`src/rtl/sort_pkg.sv`:
```
// rtl/sort_pkg.sv - shared types and helpers for the sort engine
package sort_pkg;

  typedef enum logic [1:0] {
    IDLE = 2'd0,
    SORT = 2'd1,
    DONE = 2'd2
  } state_t;

  function automatic int phase_w(input int n);
    return $clog2(n + 1);
  endfunction

endpackage

```
`src/rtl/sort_cx.sv`:
```
// rtl/sort_cx.sv - combinational compare-exchange of two elements
module sort_cx #(
  parameter int W      = 4,
  parameter int SIGNED = 0
) (
  input  logic [W-1:0] a,
  input  logic [W-1:0] b,
  input  logic         desc,
  output logic [W-1:0] lo_pos,
  output logic [W-1:0] hi_pos,
  output logic         swapped
);

  logic gt;
  logic lt;

  always_comb begin
    if (SIGNED != 0) begin
      gt = $signed(a) > $signed(b);
      lt = $signed(a) < $signed(b);
    end else begin
      gt = a > b;
      lt = a < b;
    end
    // equal values never swap, keeping the exchange stable
    swapped = desc ? lt : gt;
    lo_pos  = swapped ? b : a;
    hi_pos  = swapped ? a : b;
  end

endmodule

```
`src/rtl/sort_engine.sv`:
```
// rtl/sort_engine.sv - sequential odd-even transposition sorter with handshakes
module sort_engine
  import sort_pkg::*;
#(
  parameter int N          = 4,
  parameter int W          = 4,
  parameter int SIGNED     = 0,
  parameter int EARLY_EXIT = 0
) (
  input  logic                    clk,
  input  logic                    rst,
  input  logic                    in_valid,
  output logic                    in_ready,
  input  logic [N*W-1:0]          in_data,
  input  logic                    in_desc,
  output logic                    out_valid,
  input  logic                    out_ready,
  output logic [N*W-1:0]          out_data,
  output logic [phase_w(N)-1:0]   out_phases
);

  localparam int PW = phase_w(N);
  localparam logic [PW-1:0] LAST_PHASE = PW'(N - 1);

  if (N < 2) begin : g_bad_n
    $error("sort_engine: N must be at least 2");
  end

  state_t          state;
  state_t          state_nx;
  logic [N*W-1:0]  data_q;
  logic [N*W-1:0]  data_nx;
  logic            desc_q;
  logic [PW-1:0]   phase_q;
  logic            prev_swap_q;
  logic            any_swap;
  logic            sort_last;
  logic [N-2:0]    cx_swap;
  logic [W-1:0]    cx_lo [N-1];
  logic [W-1:0]    cx_hi [N-1];

  for (genvar i = 0; i < N - 1; i++) begin : g_cx
    sort_cx #(.W(W), .SIGNED(SIGNED)) u_cx (
      .a       (data_q[i*W +: W]),
      .b       (data_q[(i+1)*W +: W]),
      .desc    (desc_q),
      .lo_pos  (cx_lo[i]),
      .hi_pos  (cx_hi[i]),
      .swapped (cx_swap[i])
    );
  end

  // Pairs starting at an index of the same parity as the phase are active;
  // they never overlap, so every active pair can be written in one edge.
  always_comb begin
    data_nx  = data_q;
    any_swap = 1'b0;
    for (int i = 0; i < N - 1; i++) begin
      if (i[0] == phase_q[0]) begin
        data_nx[i*W +: W]     = cx_lo[i];
        data_nx[(i+1)*W +: W] = cx_hi[i];
        any_swap              = any_swap | cx_swap[i];
      end
    end
  end

  always_comb begin
    sort_last = (phase_q == LAST_PHASE);
    if (EARLY_EXIT != 0 && phase_q != '0 && !any_swap && !prev_swap_q) begin
      sort_last = 1'b1;
    end
  end

  always_ff @(posedge clk) begin
    if (rst) begin
      state <= IDLE;
    end else begin
      state <= state_nx;
    end
  end

  always_comb begin
    state_nx = state;
    case (state)
      IDLE:    if (in_valid) state_nx = SORT;
      SORT:    if (sort_last) state_nx = DONE;
      DONE:    if (out_ready) state_nx = IDLE;
      default: state_nx = IDLE;
    endcase
  end

  always_comb begin
    in_ready  = (state == IDLE);
    out_valid = (state == DONE);
  end

  always_ff @(posedge clk) begin
    if (rst) begin
      data_q      <= '0;
      desc_q      <= 1'b0;
      phase_q     <= '0;
      prev_swap_q <= 1'b0;
    end else begin
      case (state)
        IDLE: begin
          if (in_valid) begin
            data_q      <= in_data;
            desc_q      <= in_desc;
            phase_q     <= '0;
            prev_swap_q <= 1'b0;
          end
        end
        SORT: begin
          data_q      <= data_nx;
          phase_q     <= phase_q + PW'(1);
          prev_swap_q <= any_swap;
        end
        default: ;
      endcase
    end
  end

  assign out_data   = data_q;
  assign out_phases = phase_q;

endmodule

```
`config.mk`:
```
export PLATFORM = sky130hd
export DESIGN_NAME = sort_engine
export DESIGN_NICKNAME = d
export VERILOG_FILES = /design/src/rtl/sort_pkg.sv /design/src/rtl/sort_cx.sv /design/src/rtl/sort_engine.sv
export SDC_FILE = /design/constraint.sdc
export NUM_CORES = 1
export LEC_CHECK = 0
export CAP_MARGIN = 10
export CORE_UTILIZATION = 30
export CTS_BUF_LIST = sky130_fd_sc_hd__clkbuf_4 sky130_fd_sc_hd__clkbuf_8
export DETAILED_ROUTE_END_ITERATION = 6
export GPL_TIMING_DRIVEN = 0
export SKIP_LAST_GASP = 1
export SYNTH_ARGS = -nofsm -noshare
export SYNTH_HDL_FRONTEND = slang
export SYNTH_SLANG_ARGS = --single-unit
```
`constraint.sdc`:
```
create_clock -name clk -period 2.35 [get_ports clk]
set_clock_uncertainty 0.2 [all_clocks]
set_input_delay 0.705 -clock clk [delete_from_list [all_inputs] [get_ports clk]]
set_output_delay 0.705 -clock clk [all_outputs]
set_load 0.02 [all_outputs]
```
==> summary.md <==
| Metric | Value |
|---|---|
| Status | `finished with violations` |
| Failing checks | `negative setup slack` |
| Final Hold Fails | `0` |
| Static leakage | `0.8637 nW` |
| Initial Utilization | `32.03%` |
| GR Util met3 | `4.065%` |
| Initial antenna violation count | `0` |
| Placed insts | `289` |
| GP Congestion | `0.7763` |
| RSZ-0062 raised after global routing | `true` |
| Worst min-delay path class | `reg -> reg` |
| Setup CP Type | `reg -> reg` |
| Max Cap Viol | `0` |
| Met1 usage | `22.84%` |
| Final std cells w/o fill | `295` |
| # DRC | `0` |
| CTS buffer count | `3` |
| Synth warn | `0` |
| First-pass detailed-route iteration total | `4` |
| Final period util | `101.6%` |
| Mapped Cells | `181` |
| Pwr dens | `624.8 nW/um^2` |
| Switching power | `0.0005555 W` |
| Max VDD drop | `0.2736 mV` |
| Die W | `74.18 um` |
| Final nets | `265` |
| Clock-pin slew on the worst setup and hold paths | `0.09 ns` |
| Grt total ovfl | `0` |
| CTS HTree Levels | `1` |
| WL final | `4812 um` |
| 1st-iter DRT viols | `77` |
| Ant. Diodes | `0` |
| Worst Path Max Fanout | `5` |
| Synth async-reset ratio | `0%` |
| R2r startpoint | `out_data[9]` |
| Syn-to-layout area delta | `44.12%` |
| Routed len/inst | `16.31 um` |
| Mapped Nets | `216` |
| Reg-to-reg critical path endpoint | `out_data[7]` |
| Total Routing Usage GR | `17.41%` |
| Yosys cell types | `31` |
| Sequential share of the synthesized area | `28.18%` |
| Count of final setup violators | `2` |
| Crit path max-delay cell type | `or4_4` |
| Worst-skew pair later-pin latency | `0.27 ns` |
| Clk pwr share | `17.7%` |
| FF+latch count, synth | `22` |
| Critical Path End Type | `register` |
| Register Area | `455.4 sq um` |
| Via/cell ratio | `5.169` |
| Crit start category | `register` |
| Most common cell after layout, fill and taps aside | `clkdlybuf4s50_1` |
| Tmin final | `2.387 ns` |
| Die height | `74.18 um` |
| Pins Over Slew Limit | `0` |
| Number of fill cells | `510` |
| Most frequent cells in the layout | `clkdlybuf4s50_1, nor2_1, dfxtp_1` |
| DP Wirelength | `3315 um` |
| Number of global-route vias before repair | `1441` |
| Largest net degree at the start of global routing | `12` |
| Full die area | `5502 sq um` |
| Hold endpoint | `out_data[14]` |
| CTS tree | `done` |
| Post-DP Area | `2057 sq um` |
| Largest area contributor in the synthesized netlist | `dfxtp_1` |
| Met2 Use GR | `28.99%` |
| Share of post-route cells with drive strength above 1 | `21.93%` |
| Clock sink count | `22` |
| Top Ports | `42` |
| Max Fclk | `419.0 MHz` |
| First-pass GRT wire length | `7203 um` |
| Grt peak-use layer | `met2` |
| CP peak stage delay | `0.54 ns` |
| Post-synthesis cell area | `1563 sq um` |
| Core Footprint | `4880 sq um` |
| Cell internal pwr | `0.0008515 W` |
| Normalized max-slew margin | `66.25%` |
| Critical path buffers and inverters | `1` |
| Reg2reg setup slack | `-0.04 ns` |
| Final WS setup | `-0.03652 ns` |
| Area of the multi-input gates | `1129 sq um` |
| Final ANT Viol Nets | `0` |
| Worst-path cell chain | `inv_4, ha_4, nor2b_4, o211ai_4, a311o_1, o21bai_4, or4_4, o31ai_2` |
| CTS max path bufs | `2` |
| Row count | `25` |
| Area fraction of the dominant cell type after synthesis | `28.18%` |
| Combinational fraction of design power | `49.3%` |
| Cell depth of the worst flop-to-flop path | `8` |
| Post-synth EDFFs | `0` |
| DR vias | `1525` |
| Hold Crit Start | `out_data[14]` |
| Crit path max-delay family | `compound AO/OA/AOI/OAI gates` |
| Cell area after layout | `2252 sq um` |
| Top post-synthesis cells by area | `dfxtp_1, ha_1, mux2i_1` |
| CP arrival | `2.36 ns` |
| Reg power frac | `33.0%` |
| Worst-margin pin slew | `0.5063 ns` |
| Ys flop type | `dfxtp_1` |
| Port Buffers | `41` |
| WHS Path Cells | `2` |
| Syn Area/Cell | `8.634 sq um` |
| Sw frac | `39.48%` |
| Root Driver | `clkbuf_8` |
| Worst Path Required | `2.32 ns` |
-- per-stage QoR --
step,util [%],setup TNS [ns],worst slack [ns],total power (W),hold WS (ns)
CTS,43.00,0,0.007887,0.001303,0.3174
finish,46.15,-0.05036,-0.03652,0.001407,0.3132
floorplan,-,0,0.05723,0.0008551,0.2897
global route,46.15,-0.1544,-0.06668,0.001485,0.3344
detailed placement,42.15,-3.959,-0.2293,0.001052,0.3026
global placement,42.15,-3.643,-0.2080,0.001042,0.3005
-- timing repair --
item	in CTS	in global routing
pin swaps	0	7
buffers inserted	0	2
hold buffers	0	0
cloned	0	1
endpoints found under the setup margin	10	11
endpoints found under the hold margin	0	0
resized for setup	4	33
-- sequential cells by signal (all words and copies together), names as in the netlist --
| register | cells |
|---|---|
| out_data | 16 |
| state | 2 |
| desc_q | 1 |
| out_phases | 3 |
-- cell families (layout without fill, tap and decap cells) --
group | after synthesis | in the layout | share of synthesized area [%]
muxes | 13 | 13 | 8.326
DFF | 22 | 22 | 28.18
and+or+nand+nor | 57 | 57 | 18.89
adders and majority gates | 14 | 14 | 11.21
AOI/OAI and AO/OA | 50 | 51 | 26.02
buffers and inverters | 25 | 71 | 7.365
-- final cells by class --
cell class              count  share of cell area (%)
plain buffers               9                   2.556
clock buffers               3                   1.833
inverters                  16                   2.778
multi-input cells         135                   50.11
flip-flops and latches     22                   20.22
well taps                  67                   3.722
repair buffers             43                   18.78
-- power groups by stage --
stage,combinational [W],clock (W),sequential [W]
3_3_place_gp,0.000575,0,0.000467
6_report,0.000694,0.000249,0.000464
3_5_place_dp,0.000584,0,0.000468
5_1_grt,0.000747,0.000269,0.000469
2_1_floorplan,0.000358,0,0.000497
4_1_cts,0.000587,0.000255,0.000460
-- how the worst max path moves through the flow --
stage | start | end | slack, ns | cells past startpoint
global route | out_data[9] | out_data[7] | -0.07 | 8
floorplan | out_data[9] | out_data[10] | 0.06 | 8
CTS | out_data[9] | out_data[9] | 0.008 | 8
detailed placement | in_valid | out_data[9] | -0.23 | 5
finish | out_data[9] | out_data[7] | -0.04 | 8
global placement | in_valid | out_data[11] | -0.21 | 5
-- synth_stat cells (2+ instances only) --
master     n
clkbuf_1   3
o31ai_4    2
or4_1      8
nor2b_1    2
ha_1      14
buf_4      3
a21oi_1   15
a21oi_2    3
a41o_1     2
inv_1     15
nand2_1   11
mux2i_1   13
nor2_1    27
buf_2      2
a211oi_1   5
nor4_2     2
o211ai_2   3
o31ai_1   16
dfxtp_1   22
and3_1     2
-- layer usage --
metal / up-vias / routed length [um]
li1: 759 / -
met1: 710 / 2232
met2: 52 / 2205
met3: 4 / 334
met4: 0 / 40
met5: - / 0
-- tightest hold or removal path, stage by stage, from the launching register on --
cell and delay [ns]:
dfxtp_1 0.33, inv_1 0.07, a211oi_1 0.07
Power figures use the tool's default switching activity.
